[src/rtl/addr_reg_pkg.sv]
// ============================================================================
// Module  : addr_reg_pkg
// Brief   : Shared defaults and types for the matrix-multiply address generator.
// Revision: 1.0
// ============================================================================
`default_nettype none

package addr_reg_pkg;

    localparam int DEFAULT_N  = 8;
    localparam int DEFAULT_AW = 8;
    localparam int IDX_W      = $clog2(DEFAULT_N);

    typedef logic [IDX_W-1:0]      idx_t;
    typedef logic [DEFAULT_AW-1:0] addr_t;

endpackage

`default_nettype wire

[src/rtl/addr_reg_dp_mod_counter.sv]
// ============================================================================
// Module  : mod_counter
// Brief   : Enabled modulo counter stepping by STEP, wrapping to 0 after MAX.
// Revision: 1.0
// ============================================================================
`default_nettype none

module mod_counter #(
    parameter int WIDTH = 3,
    parameter int MAX   = 7,
    parameter int STEP  = 1
) (
    input  logic             clk,
    input  logic             reset,
    input  logic             en,
    output logic [WIDTH-1:0] count,
    output logic             wrap
);

    localparam logic [WIDTH-1:0] c_MAX  = WIDTH'(MAX);
    localparam logic [WIDTH-1:0] c_STEP = WIDTH'(STEP);

    logic [WIDTH-1:0] r_count;

    always_ff @(posedge clk or posedge reset) begin
        if (reset) begin
            r_count <= '0;
        end else if (en) begin
            r_count <= wrap ? '0 : r_count + c_STEP;
        end
    end

    assign wrap  = en && (r_count == c_MAX);
    assign count = r_count;

endmodule

`default_nettype wire

[src/rtl/addr_reg_dp.sv]
// ============================================================================
// Module  : addr_reg_dp
// Brief   : A/B operand address generator, two adjacent C columns per step.
//           Optional last/pair_done flags enabled by defining ADDR_REG_LAST_EN.
// Revision: 1.0
// ============================================================================
`default_nettype none

module addr_reg_dp
    import addr_reg_pkg::*;
#(
    parameter int N      = DEFAULT_N,
    parameter int AW     = DEFAULT_AW,
    parameter int A_BASE = 0,
    parameter int B_BASE = 0
) (
    input  logic          clk,
    input  logic          reset,
    input  logic          Load,
    output logic [AW-1:0] addrA,
    output logic [AW-1:0] addrB1,
    output logic [AW-1:0] addrB2
`ifdef ADDR_REG_LAST_EN
    ,
    output logic          last,
    output logic          pair_done
`endif
);

    localparam int            c_IDX_W  = $clog2(N);
    localparam logic [AW-1:0] c_A_BASE = AW'(A_BASE);
    localparam logic [AW-1:0] c_B_BASE = AW'(B_BASE);
    localparam logic [AW-1:0] c_N      = AW'(N);

    logic [c_IDX_W-1:0] w_k;
    logic [c_IDX_W-1:0] w_j;
    logic [c_IDX_W-1:0] w_i;
    logic               w_kWrap;
    logic               w_jWrap;
    logic               w_unusedPassWrap;

    // k is innermost; each wrap enables the next counter out (k -> j -> i).
    mod_counter #(.WIDTH(c_IDX_W), .MAX(N - 1), .STEP(1)) u_kCounter (
        .clk   (clk),
        .reset (reset),
        .en    (Load),
        .count (w_k),
        .wrap  (w_kWrap)
    );

    mod_counter #(.WIDTH(c_IDX_W), .MAX(N - 2), .STEP(2)) u_jCounter (
        .clk   (clk),
        .reset (reset),
        .en    (w_kWrap),
        .count (w_j),
        .wrap  (w_jWrap)
    );

    mod_counter #(.WIDTH(c_IDX_W), .MAX(N - 1), .STEP(1)) u_iCounter (
        .clk   (clk),
        .reset (reset),
        .en    (w_jWrap),
        .count (w_i),
        .wrap  (w_unusedPassWrap)
    );

    logic [AW-1:0] w_bRow;

    assign w_bRow = c_B_BASE + AW'(w_k) * c_N;
    assign addrA  = c_A_BASE + AW'(w_i) * c_N + AW'(w_k);
    assign addrB1 = w_bRow + AW'(w_j);
    assign addrB2 = w_bRow + AW'(w_j) + AW'(1);

`ifdef ADDR_REG_LAST_EN
    localparam logic [c_IDX_W-1:0] c_IDX_LAST = c_IDX_W'(N - 1);
    localparam logic [c_IDX_W-1:0] c_J_LAST   = c_IDX_W'(N - 2);

    assign pair_done = !reset && (w_k == c_IDX_LAST);
    assign last      = pair_done && (w_j == c_J_LAST) && (w_i == c_IDX_LAST);
`endif

endmodule

`default_nettype wire

[config.mk]
export PLATFORM = sky130hd
export DESIGN_NAME = addr_reg_dp
export DESIGN_NICKNAME = d
export VERILOG_FILES = /design/src/rtl/addr_reg_pkg.sv /design/src/rtl/addr_reg_dp_mod_counter.sv /design/src/rtl/addr_reg_dp.sv
export SDC_FILE = /design/constraint.sdc
export NUM_CORES = 1
export LEC_CHECK = 0
export BUFFER_PORTS_ARGS = -buffer_cell sky130_fd_sc_hd__buf_2
export CAP_MARGIN = 10
export CORE_MARGIN = 3
export CORE_UTILIZATION = 32
export CTS_CLUSTER_SIZE = 25
export DETAILED_ROUTE_END_ITERATION = 7
export GPL_ROUTABILITY_DRIVEN = 0
export GPL_TIMING_DRIVEN = 0
export SLEW_MARGIN = 10
export SYNTH_ARGS = -nofsm -noshare
export SYNTH_HDL_FRONTEND = slang
export SYNTH_SLANG_ARGS = --single-unit
[constraint.sdc]
create_clock -name clk -period 1.5 [get_ports clk]
set_input_delay 0.3 -clock clk [delete_from_list [all_inputs] [get_ports clk]]
set_output_delay 0.3 -clock clk [all_outputs]
set_load 0.05 [all_outputs]
== After elaboration in Yosys (flattened, before gate mapping) ==
Index checks and enable logic that the tools add are counted.
Widths: inputs -> output; s select.
Cells by class
  add/subtract/negate cells: 6
  equality and inequality tests: 3
  mux-type cells: 3
  reduce and logical (&&, ||, !) cells: 3
Operator list (count)
  $add 6x3->7: 2
  $eq 3x3->1 const B: 3
  $mux 3: 3
  $add 7x1->8 const B: 1
  $add 3x1->3 const B: 2
  $add 3x2->3 const B: 1
  $logic_and 1x1->1: 3
Word-level totals
  flip-flop bits (word level): 9
  input port bits: 3
  output and inout port bits: 24
  logic and storage cells: 18

== Logic depth before layout (Yosys ltp) ==
  word-level depth: 5
  gate-level depth with buffers: 4

== Hierarchy ==
Synthesis repeated with hierarchy kept, for this count alone.
Second synthesis, totals
  cell total of the unflattened synthesis: 54
  area total of the unflattened synthesis: 575.6 um^2
By module, submodules not included
  mod_counter (u_iCounter ...): instances 2, cells each 12, area each 160.2 um^2, seq. area each 75.1 um^2
  addr_reg_dp: instances 1, cells each 20, area each 143.9 um^2, seq. area each 0.0 um^2
  mod_counter (u_jCounter): instances 1, cells each 10, area each 111.4 um^2, seq. area each 50.0 um^2

== Worst setup path before layout ==
No wires, ideal clock.
  path kind: reg-to-reg
  start point: register u_kCounter.r_count[0] (netlist: u_kCounter.count[0])
  end point: register u_iCounter.r_count[0] (netlist: u_iCounter.count[0])
  library setup time: 128 ps
  data arrival time: 1511 ps
  required time: 1372 ps
  slack: -138 ps
  stages on the path, launching flop included: 5
  clock period less this slack: 1638 ps
  path through: dfrtp_1 ha_1 ha_1 nand3_2 mux2_1
On the way
  cells in the longest elaborated chain, start to end: 5
RTL lines
  start: declaration: RTL line addr_reg_dp_mod_counter.sv:23  | logic [WIDTH-1:0] r_count;
  start signal: assignment: RTL line addr_reg_dp_mod_counter.sv:29  | r_count <= wrap ? '0 : r_count + c_STEP;
  $eq 3x3->1 (*): RTL line addr_reg_dp_mod_counter.sv:33  | assign wrap = en && (r_count == c_MAX);
  $logic_and 1x1->1 (*) (2 in series): RTL line addr_reg_dp_mod_counter.sv:33
  $logic_and 1x1->1: RTL line addr_reg_dp_mod_counter.sv:33
  $mux 3: RTL line addr_reg_dp_mod_counter.sv:29
  end signal: assignment: RTL line addr_reg_dp_mod_counter.sv:29
  end: declaration: RTL line addr_reg_dp_mod_counter.sv:23
Every way passes the cells marked *; elsewhere a longest branch is shown, timed or not.
A chain may end at the register's enable or synchronous reset.

== Worst setup path after layout ==
  start point: register u_iCounter.r_count[0] (netlist: u_iCounter.count[0])
  end point: register u_iCounter.r_count[2] (netlist: u_iCounter.count[2])
On the way
  cells in the longest elaborated chain, start to end: 3
  elaborated cells on any way between the ends: 4
RTL lines (RTL line)
  branches (longest 2 deep; another with $add 3x1->3)
  $mux 3 (*): addr_reg_dp_mod_counter.sv:29
Every way passes the cells marked *.

==> summary.md <==
| Metric | Value |
|---|---|
| Max-capacitance violation count | 0 |
| Worst Hold Depth | 2 |
| Number of fill cells | 148 |
| Largest net degree at the start of global routing | 9 |
| Syn avg cell area | 10.4 um2 |
| Ant. Diodes | 0 |
| Met1 Use GR | 9.91% |
| Initial antenna violation count | 0 |
| Yosys reg bits | 8 |
| DR WL/cell | 8.74 um |
| Largest stage delay, worst path | 420 ps |
| Global routing's busiest layer | met2 |
| Post-Synth Simple-Gate Area | 9.90% |
| Max Slew Vio Count | 0 |
| Die width | 46.2 um |
| Post-synth cell types | 15 |
| Die area | 0.00214 mm2 |
| DRC | 0 |
| Largest family of logic cells by synthesized area | buffers and inverters |
| First-pass DRT Iterations | 2 |
| Placed Cells | 89 |
| CP cell instances | ha_1 > ha_1 > nor2b_1 > mux2_1 |
| CTS Buf Count | 3 |
| Layout cells sized above 1 | 53.2% |
| First-pass GRT wire length | 1.26 mm |
| Compound-Gate Fraction of Synth Area | 1.21% |
| Vias | 371 |
| FMAX | 701 MHz |
| Nets | 88 |
| Root Buffer Master | clkbuf_4 |
| Crit share post-route | 95.2% |
| R2R depth | 4 |
| Vias per inst | 3.95 |
| Critical path fanouts, max | 4 |
| Top Ports | 27 |
| TNS Setup | 0 ps |
| Postcts setup bufs | 0 |
| WP depth | 4 |
| Outcome | completed |
| Worst skew pair latency | 260 ps |
| Sequential fraction of the synthesis area | 38.6% |
| Post-Synth Adder-Cell Area | 12.1% |
| Antenna Violating Nets Remaining | 0 |
| Area delta synth->final | 33.8% |
| Die H | 46.2 um |
| Htree depth | 1 |
| Nature of the critical path endpoint | flip-flop |
| Post-Route WL | 822 um |
| Fin. Hold Viols | 0 |
| Port bufs | 18 |
| Grt met3 use | 7.03% |
| Number of buffers and inverters on the critical path | 0 |
| Met2 GRT Util | 12.6% |
| Crit path time final | 1430 ps |
| WP data required | 1630 ps |
| Post-route clock skew | 10.3 ps |
| Row cnt | 13 |
| Number of global-route vias before repair | 298 |
| Initial Utilization | 37.0% |
| Overall routing resource usage | 8.92% |
| CTS Sinks | 8 |
| HP Class | in2reg |
| Delay-heaviest family, CP | adder cells |
| Final setup fails | 0 |
| Most used cell, CP | ha_1 |
| Cells after synthesis | 50 |
| Starting DRC count in detailed routing | 2 |
| XOR/XNOR Fraction of Synth Area | 0% |
| Post-synthesis mux area share | 15.0% |
| Fin cells | 94 |
| Post-Synthesis Cell Area | 518 um2 |
| GRT overflow | 0 |
| Largest buffer count on any clock path | 2 |
| Worst EP arrival | 1550 ps |
| TritonCTS clock tree | done |
| RSZ-0062 raised after global routing | no |
| Core Footprint | 0.00140 mm2 |
| CP Launch Type | flip-flop |
| Critical path's slowest cell | dfrtp_2 |
| WS Path Type | reg2reg |
| Synth warnings | 0 |
| Clock-pin slew on the worst setup and hold paths | 60 ps |
flip-flops by register name (all words and copies together), names as in the netlist:
register and cells:
u_jCounter.count 2, u_kCounter.count 3, u_iCounter.count 3
logic make-up (layout without fill, tap and decap cells):
family | after synthesis | after routing
muxes | 7 | 7
DFF | 8 | 8
other | 2 | 8
buffers and inverters | 18 | 41
AOI/OAI and AO/OA | 1 | 1
adders and majority gates | 5 | 5
and+or+nand+nor | 9 | 9
layer usage:
| layer | up-vias | routed length [um] |
|---|---|---|
| met2 | 17 | 401 |
| met1 | 159 | 318 |
| met4 | 0 | 0 |
| li1 | 195 | - |
| met5 | - | 0 |
| met3 | 0 | 102 |
cell usage after synthesis:
master / n / area share, %
conb_1: 2 / 1.4
clkbuf_1: 4 / 2.9
mux2i_1: 1 / 1.9
o22ai_1: 1 / 1.2
buf_4: 12 / 17
nor2b_1: 3 / 3.6
nand2_1: 2 / 1.4
nand3_2: 1 / 1.9
dfrtp_1: 8 / 39
mux2_2: 3 / 6.5
or2b_1: 1 / 1.4
inv_1: 2 / 1.4
mux2_1: 3 / 6.5
ha_1: 5 / 12
nor2_1: 2 / 1.4
repair_timing:
| action | CTS | global route |
|---|---|---|
| hold endpoints to repair | 8 | 0 |
| hold buffers | 1 | 0 |
| resized for setup | 0 | 0 |
path summary, 6_finish.rpt:
check,from,end,slack [ps]
max in group asynchronous,reset,u_kCounter.count[1],710
setup reg to reg,u_iCounter.count[0],u_iCounter.count[2],70
hold / removal,Load,u_kCounter.count[0],330
min in group asynchronous,reset,u_kCounter.count[2],520
hold reg to reg,u_kCounter.count[0],u_kCounter.count[0],520
setup / recovery,u_iCounter.count[0],u_iCounter.count[2],70
cells in the final DEF, fill, tap and decap left out, types with 2 or more instances in the layout:
master,instances
mux2_2,3
conb_1,8
dfrtp_1,4
clkbuf_4,3
ha_1,4
mux2_1,3
clkbuf_1,5
dfrtp_2,4
nor2b_1,3
nor2_1,2
buf_2,18
inv_1,2
buf_4,12
nand2_1,2
through the flow:
step / hold WS (ps) / util, % / cell area, um2 / worst slack, ps
after floorplan: 115 / - / 548 / 1.60
after global placement: 266 / 47.0 / 657 / 99.1
after detailed placement: 267 / 47.0 / 657 / 86.8
after CTS: 314 / 49.6 / 693 / 59.6
after global routing: 310 / 49.6 / 693 / 17.9
final: 327 / 49.6 / 693 / 72.7
final cells by class:
| cell class | count | area (um2) | share of cell area, % |
|---|---|---|---|
| multi-input cells | 30 | 230 | 33.2 |
| flip-flops and latches | 8 | 205 | 29.6 |
| plain buffers | 16 | 105 | 15.2 |
| repair buffers | 19 | 100 | 14.4 |
| clock buffers | 4 | 26.3 | 3.79 |
| well taps | 15 | 18.8 | 2.71 |
| inverters | 2 | 7.51 | 1.08 |
Power is left out: the tool's default activity adds up to more than one toggle a clock period on the data nets, which glitch-free logic cannot reach.
